<file path="src/rtl/shift_pipe_if.sv">
// Request/result handshake bundle for shift_pipe.
// The in_* group flows toward the shifter and the out_* group flows back.
interface shift_pipe_if #(
  parameter int WIDTH = 32,
  parameter int TAG_W = 4
);
  localparam int SHAMT_W = $clog2(WIDTH);

  logic               in_valid;
  logic               in_ready;
  logic [WIDTH-1:0]   in_data;
  logic [SHAMT_W-1:0] in_shamt;
  logic [1:0]         in_op;
  logic [TAG_W-1:0]   in_tag;

  logic               out_valid;
  logic               out_ready;
  logic [WIDTH-1:0]   out_data;
  logic [TAG_W-1:0]   out_tag;
  logic               out_zero;

  modport master (
    output in_valid, in_data, in_shamt, in_op, in_tag, out_ready,
    input  in_ready, out_valid, out_data, out_tag, out_zero
  );

  modport slave (
    input  in_valid, in_data, in_shamt, in_op, in_tag, out_ready,
    output in_ready, out_valid, out_data, out_tag, out_zero
  );
endinterface

</file>
<file path="src/rtl/shift_pipe.sv">
// Pipelined barrel shifter (SLL/SRL/SRA) with valid/ready flow control and a tag sideband.
// Define SHIFT_PIPE_ROTATE_EN to make op 11 rotate right; otherwise op 11 behaves as SRL.
module shift_pipe #(
  parameter int WIDTH       = 32,
  parameter int LVL_PER_STG = 2,
  parameter int TAG_W       = 4
) (
  input  logic        clock,
  input  logic        reset_n,
  shift_pipe_if.slave bus
);
  localparam int N = $clog2(WIDTH);
  localparam int S = (N + LVL_PER_STG - 1) / LVL_PER_STG;

  localparam logic [1:0] OP_SLL = 2'b00;
  localparam logic [1:0] OP_SRA = 2'b10;
`ifdef SHIFT_PIPE_ROTATE_EN
  localparam logic [1:0] OP_ROR = 2'b11;
`endif

  logic             advance;
  logic             valid_q [S];
  logic             valid_d [S];
  logic [WIDTH-1:0] data_q  [S];
  logic [WIDTH-1:0] data_d  [S];
  logic [N-1:0]     shamt_q [S];
  logic [N-1:0]     shamt_d [S];
  logic [1:0]       op_q    [S];
  logic [1:0]       op_d    [S];
  logic [TAG_W-1:0] tag_q   [S];
  logic [TAG_W-1:0] tag_d   [S];
  logic             sign_q  [S];
  logic             sign_d  [S];
  logic             zero_q;
  logic             zero_d;

  // One log2 level: right shifts pull in `ext` from above, so the fill source picks the op.
  function automatic logic [WIDTH-1:0] shift_level(
    input logic [WIDTH-1:0] d,
    input int               k,
    input logic [1:0]       op,
    input logic             sign
  );
    logic [2*WIDTH-1:0] wide;
    logic [WIDTH-1:0]   ext;
    logic [WIDTH-1:0]   res;
    ext = '0;
    if (op == OP_SRA) begin
      ext = {WIDTH{sign}};
    end
`ifdef SHIFT_PIPE_ROTATE_EN
    if (op == OP_ROR) begin
      ext = d;
    end
`endif
    wide = {ext, d} >> (1 << k);
    res  = wide[WIDTH-1:0];
    if (op == OP_SLL) begin
      res = d << (1 << k);
    end
    return res;
  endfunction

  assign advance      = !valid_q[S-1] || bus.out_ready;
  assign bus.in_ready = advance;

  for (genvar gi = 0; gi < S; gi++) begin : g_stage
    localparam int LO = gi * LVL_PER_STG;
    localparam int HI = (LO + LVL_PER_STG < N) ? (LO + LVL_PER_STG) : N;

    logic             src_valid;
    logic [WIDTH-1:0] src_data;
    logic [N-1:0]     src_shamt;
    logic [1:0]       src_op;
    logic [TAG_W-1:0] src_tag;
    logic             src_sign;
    logic [WIDTH-1:0] lvl_data;

    if (gi == 0) begin : g_head
      // The sign is captured once here so later SRA levels never depend on partial data.
      assign src_valid = bus.in_valid;
      assign src_data  = bus.in_data;
      assign src_shamt = bus.in_shamt;
      assign src_op    = bus.in_op;
      assign src_tag   = bus.in_tag;
      assign src_sign  = bus.in_data[WIDTH-1];
    end else begin : g_body
      assign src_valid = valid_q[gi-1];
      assign src_data  = data_q[gi-1];
      assign src_shamt = shamt_q[gi-1];
      assign src_op    = op_q[gi-1];
      assign src_tag   = tag_q[gi-1];
      assign src_sign  = sign_q[gi-1];
    end

    always_comb begin
      lvl_data = src_data;
      for (int k = LO; k < HI; k++) begin
        if (src_shamt[k]) begin
          lvl_data = shift_level(lvl_data, k, src_op, src_sign);
        end
      end
    end

    assign valid_d[gi] = src_valid;
    assign data_d[gi]  = lvl_data;
    assign shamt_d[gi] = src_shamt;
    assign op_d[gi]    = src_op;
    assign tag_d[gi]   = src_tag;
    assign sign_d[gi]  = src_sign;
  end

  assign zero_d = (data_d[S-1] == '0);

  // The whole pipe advances or holds together; bubbles travel like real entries.
  always_ff @(posedge clock or negedge reset_n) begin
    if (!reset_n) begin
      for (int s = 0; s < S; s++) begin
        valid_q[s] <= 1'b0;
        data_q[s]  <= '0;
        shamt_q[s] <= '0;
        op_q[s]    <= '0;
        tag_q[s]   <= '0;
        sign_q[s]  <= 1'b0;
      end
      zero_q <= 1'b0;
    end else if (advance) begin
      for (int s = 0; s < S; s++) begin
        valid_q[s] <= valid_d[s];
        data_q[s]  <= data_d[s];
        shamt_q[s] <= shamt_d[s];
        op_q[s]    <= op_d[s];
        tag_q[s]   <= tag_d[s];
        sign_q[s]  <= sign_d[s];
      end
      zero_q <= zero_d;
    end
  end

  assign bus.out_valid = valid_q[S-1];
  assign bus.out_data  = data_q[S-1];
  assign bus.out_tag   = tag_q[S-1];
  assign bus.out_zero  = zero_q;

  // Control fields of the last stage have no consumer.
  logic unused_last_stage;
  assign unused_last_stage = ^{shamt_q[S-1], op_q[S-1], sign_q[S-1]};
endmodule

</file>
<file path="src/flat_wrapper.sv">
// flat-port wrapper written by rule: the top's interface ports become plain ports
module shift_pipe_flat 
#(
  parameter int WIDTH       = 32,
  parameter int LVL_PER_STG = 2,
  parameter int TAG_W       = 4
)
  (clock, reset_n, bus_in_valid, bus_in_data, bus_in_shamt, bus_in_op, bus_in_tag, bus_out_ready, bus_in_ready, bus_out_valid, bus_out_data, bus_out_tag, bus_out_zero);
  shift_pipe_if #(.WIDTH(WIDTH), .TAG_W(TAG_W)) bus_i ();
  input  logic clock;
  input  logic reset_n;
  input wire logic [$bits(bus_i.in_valid)-1:0] bus_in_valid;
  input wire logic [$bits(bus_i.in_data)-1:0] bus_in_data;
  input wire logic [$bits(bus_i.in_shamt)-1:0] bus_in_shamt;
  input wire logic [$bits(bus_i.in_op)-1:0] bus_in_op;
  input wire logic [$bits(bus_i.in_tag)-1:0] bus_in_tag;
  input wire logic [$bits(bus_i.out_ready)-1:0] bus_out_ready;
  output wire logic [$bits(bus_i.in_ready)-1:0] bus_in_ready;
  output wire logic [$bits(bus_i.out_valid)-1:0] bus_out_valid;
  output wire logic [$bits(bus_i.out_data)-1:0] bus_out_data;
  output wire logic [$bits(bus_i.out_tag)-1:0] bus_out_tag;
  output wire logic [$bits(bus_i.out_zero)-1:0] bus_out_zero;
  assign bus_i.in_valid = bus_in_valid;
  assign bus_i.in_data = bus_in_data;
  assign bus_i.in_shamt = bus_in_shamt;
  assign bus_i.in_op = bus_in_op;
  assign bus_i.in_tag = bus_in_tag;
  assign bus_i.out_ready = bus_out_ready;
  assign bus_in_ready = bus_i.in_ready;
  assign bus_out_valid = bus_i.out_valid;
  assign bus_out_data = bus_i.out_data;
  assign bus_out_tag = bus_i.out_tag;
  assign bus_out_zero = bus_i.out_zero;
  shift_pipe #(.WIDTH(WIDTH), .LVL_PER_STG(LVL_PER_STG), .TAG_W(TAG_W)) u_core (.clock(clock), .reset_n(reset_n), .bus(bus_i));
endmodule
</file>
<file path="config.mk">
export PLATFORM = sky130hd
export DESIGN_NAME = shift_pipe_flat
export DESIGN_NICKNAME = d
export VERILOG_FILES = /design/src/rtl/shift_pipe_if.sv /design/src/rtl/shift_pipe.sv /design/src/flat_wrapper.sv
export SDC_FILE = /design/constraint.sdc
export NUM_CORES = 1
export LEC_CHECK = 0
export CELL_PAD_IN_SITES_DETAIL_PLACEMENT = 1
export CELL_PAD_IN_SITES_GLOBAL_PLACEMENT = 2
export CORE_MARGIN = 3
export CORE_UTILIZATION = 38
export CTS_BUF_LIST = sky130_fd_sc_hd__clkbuf_2
export CTS_CLUSTER_DIAMETER = 60
export CTS_CLUSTER_SIZE = 16
export DETAILED_ROUTE_END_ITERATION = 12
export HOLD_SLACK_MARGIN = 0.05
export PLACE_DENSITY = 0.86
export SLEW_MARGIN = 30
export SYNTH_ARGS = -nofsm -noshare
export SYNTH_HDL_FRONTEND = slang
export SYNTH_SLANG_ARGS = --single-unit
</file>
<file path="constraint.sdc">
create_clock -name clock -period 2.6 [get_ports clock]
set_clock_uncertainty 0.1 [all_clocks]
set_input_delay 0.26 -clock clock [delete_from_list [all_inputs] [get_ports clock]]
set_output_delay 0.26 -clock clock [all_outputs]
set_load 0.02 [all_outputs]
</file>
==> flow_summary.yaml <==
power_and_ir_drop:
  power_frac_seq_pct: 38.7
  share_comb_of_total_power_pct: 47.3
  worst_ir_drop_vdd_mv: 0.385
  p_switching_mw: 4.27
  clkPwrFrac_pct: 14.0
  switching_share_pct: 45.7
  total_leakage_power_nw: 3.91
  internal_power_mw: 5.07
  power.density_nw_per_um2: 986
global_routing:
  grt_start_max_net_pins: 83
  grt_overflow_total: 0
  grt_pass1_vias: 7390
  grt_use_total_pct: 22.8
  antenna_found_initial: 1
  grt_first_pass_wirelength_mm: 41.0
clock_tree:
  cts_tree: "done"
  clk_pin_slew_ns: 0.22
  cts_sinks: 122
  htreeDepth: 4
  clock_latency_ns: 0.75
  clock_path_buffers: 2
  cts_made_buffers: 17
  ctsRootBufferMaster: "clkbuf_2"
timing:
  rsz0062_at_grt: "no"
  fin_crit_sh_pct: 93.2
  hold_ws_ns: 0.126
  drv_slew: 0
  maxSlewHeadroom_pct: 36.2
  timing.setup.tns_ns: 0
  hold_viol: 0
  fmax_mhz: 413
  tightest_slew_ns: 0.957
  finalSetupViolCount: 0
  period_needed_ns: 2.42
placed_design:
  hpwl_mm: 17.9
  placed_cell_area_um2: 9050
  gp_congestion: 0.840
  portBuffers: 85
logic_synthesis:
  ys_types: 49
  synth_edf_count: 0
  syn_inst: 966
  netlist_area_um2: 8030
  async_reset_ff_share_pct: 100
  synth-compound-area-share_pct: 20.6
  synth_xor_area_share_pct: 0
  yosysSeqAreaShare_pct: 38.0
  avgSynthCellArea_um2: 8.31
  synth_seq_cells: 122
  synth_top_family_by_area: "simple AND/OR/NAND/NOR gates"
  synth_adder_area_share_pct: 0
  muxShareOfSynthArea_pct: 12.6
  synth_nets: 1013
  synth_warnings: 0
  yosys.area_share.simple_pct: 21.4
  synth_ff_type: "dfrtp_1"
layout:
  regArea_um2: 3050
  fin_nets: 1069
  fin_util_pct: 46.2
  area_growth_syn_to_layout_pct: 18.0
  fin_area_um2: 9470
  drive_gt1_share_pct: 10.7
  multiInputGateArea_um2: 4390
  fillers: 2462
detailed_routing:
  drtIter0Drc: 557
  vias: 7497
  drt-wirelength-per-cell_um: 19.5
  drc_errors: 0
  wirelength_mm: 25.4
  ant_nets: 0
  vias_per_cell: 5.74
  dr.pass1.iters: 6
floorplan:
  rows: 52
  coreArea_um2: 20500
  ios: 86
  die_area_um2: 22900
  die_h_um: 151
  start_util_pct: 39.2
  die_w_um: 151
worst_setup_path:
  critPathKind: "in2reg"
  crit_path_end_kind: "flop"
  startpoint_type: "input port"
  cp_max_fo: 33
  required_ns: 3.21
  arrival_ns: 3.03
min_path:
  hold_path.class: "in2reg"
outcome:
  status: "completed"
flow_run:
  maxCapViolCount: 0
## Yosys cell counts, drive strengths merged (20+ instances only)
master | count | share of area [%]
clkbuf | 36 | 1.7
a31oi | 26 | 2.2
buf | 56 | 4.7
inv | 22 | 1.0
mux4 | 30 | 8.4
mux2i | 30 | 3.7
a311oi | 37 | 4.0
o22ai | 20 | 1.6
nand2 | 219 | 10
o21ai | 60 | 3.7
a21oi | 46 | 2.9
dfrtp | 122 | 38
nor2 | 153 | 7.5
## cell families after synthesis
group,count (synthesis)
and+or+nand+nor,419
muxes,63
buffers and inverters,114
DFF,122
AOI/OAI and AO/OA,248
## per-stage QoR
step           setup slack (ns)  cells  total power [mW]
3_3_place_gp              0.326   1258              7.93
6_report                  0.176   1306              9.34
2_1_floorplan             0.782    966              6.23
5_1_grt                  0.0519   1306              10.1
3_5_place_dp              0.251   1258              8.06
4_1_cts                   0.107   1305              9.40
## metal layers
metal	part of all wire, %	vias to the layer above	GRT usage, %	wire length (um)
met5	0	-	0	0
met4	1.3	0	5.44	325
met3	4.1	27	3.80	1040
met2	49	177	37.1	12400
met1	46	3733	31.8	11600
li1	-	3560	-	-
## cell usage in the layout (no fill, tap or decap), types with 12 or more instances in the layout
master | netlist | final
o21ai_0 | 50 | 50
mux2i_1 | 30 | 30
clkbuf_2 | 0 | 18
a221oi_1 | 16 | 16
dfrtp_1 | 122 | 121
a311oi_1 | 37 | 37
a31oi_1 | 24 | 24
buf_4 | 11 | 19
o22ai_1 | 20 | 20
mux4_2 | 30 | 30
inv_1 | 21 | 20
nor2_1 | 151 | 151
a21oi_1 | 46 | 46
buf_12 | 0 | 12
dlygate4sd3_1 | 0 | 14
clkdlybuf4s50_1 | 0 | 82
nand2_1 | 219 | 219
## registers in the layout, summed over array words and instances, names as in the netlist
| signal | flops |
|---|---|
| u_core.g_stage.src_shamt | 4 |
| u_core.g_stage.src_sign | 2 |
| u_core.g_stage.src_tag | 8 |
| u_core.bus.out_data | 32 |
| u_core.g_stage.src_data | 64 |
| u_core.bus.out_valid | 1 |
| u_core.g_stage.src_op | 4 |
| u_core.bus.out_zero | 1 |
| u_core.g_stage.src_valid | 2 |
| u_core.bus.out_tag | 4 |
## final timing paths
path | from | endpoint | slack (ns) | cells past startpoint
worst max-delay path | bus_in_op[1] | u_core.g_stage[1].src_data[2]$_DFFE_PN0P_ | 0.18 | 9
worst min-delay path | bus_in_shamt[0] | u_core.g_stage[1].src_data[10]$_DFFE_PN0P_ | 0.13 | 6
worst max register to register | u_core.g_stage[2].src_op[1]$_DFFE_PN0P_ | u_core.bus.out_zero$_DFFE_PN0P_ | 0.31 | 5
worst min register to register | u_core.g_stage[2].src_tag[3]$_DFFE_PN0P_ | u_core.bus.out_tag[3]$_DFFE_PN0P_ | 0.39 | 2
max in group asynchronous | reset_n | u_core.bus.out_data[0]$_DFFE_PN0P_ | 1.50 | 4
min in group asynchronous | reset_n | u_core.g_stage[1].src_data[1]$_DFFE_PN0P_ | 0.52 | 4
## critical path, cell delays in order
cell and delay, ns:
clkdlybuf4s50_1 0.76, or2_1 0.23, buf_12 0.21, nand2_1 0.09, nand2_1 0.08, o211ai_1 0.08, dlygate4sd3_1 0.59, a31oi_1 0.15
dlygate4sd3_1 0.55
## power groups by stage
| stage | Clock (mW) | Sequential (mW) | Combinational (mW) |
|---|---|---|---|
| 2_1_floorplan | 0 | 3.53 | 2.70 |
| 3_3_place_gp | 0 | 3.62 | 4.31 |
| 3_5_place_dp | 0 | 3.65 | 4.41 |
| 4_1_cts | 1.35 | 3.60 | 4.45 |
| 5_1_grt | 1.43 | 3.72 | 4.91 |
| 6_report | 1.30 | 3.62 | 4.42 |
## cell type report
class                      count  share of cell area [%]
antenna                        1                  0.0264
clock buffer                  18                   0.951
clock inverter                14                    1.73
inverter                      22                   0.872
multi-input combinational    730                    46.3
sequential                   122                    32.2
tap                          270                    3.57
timing repair buffer         129                    14.3
## repair_timing
item	4_1_cts	5_1_grt
resized for setup	0	0
hold endpoints to repair	142	0
setup buffers	0	0
hold buffers	15	0
Note: power is estimated with default switching activity, not from simulation.
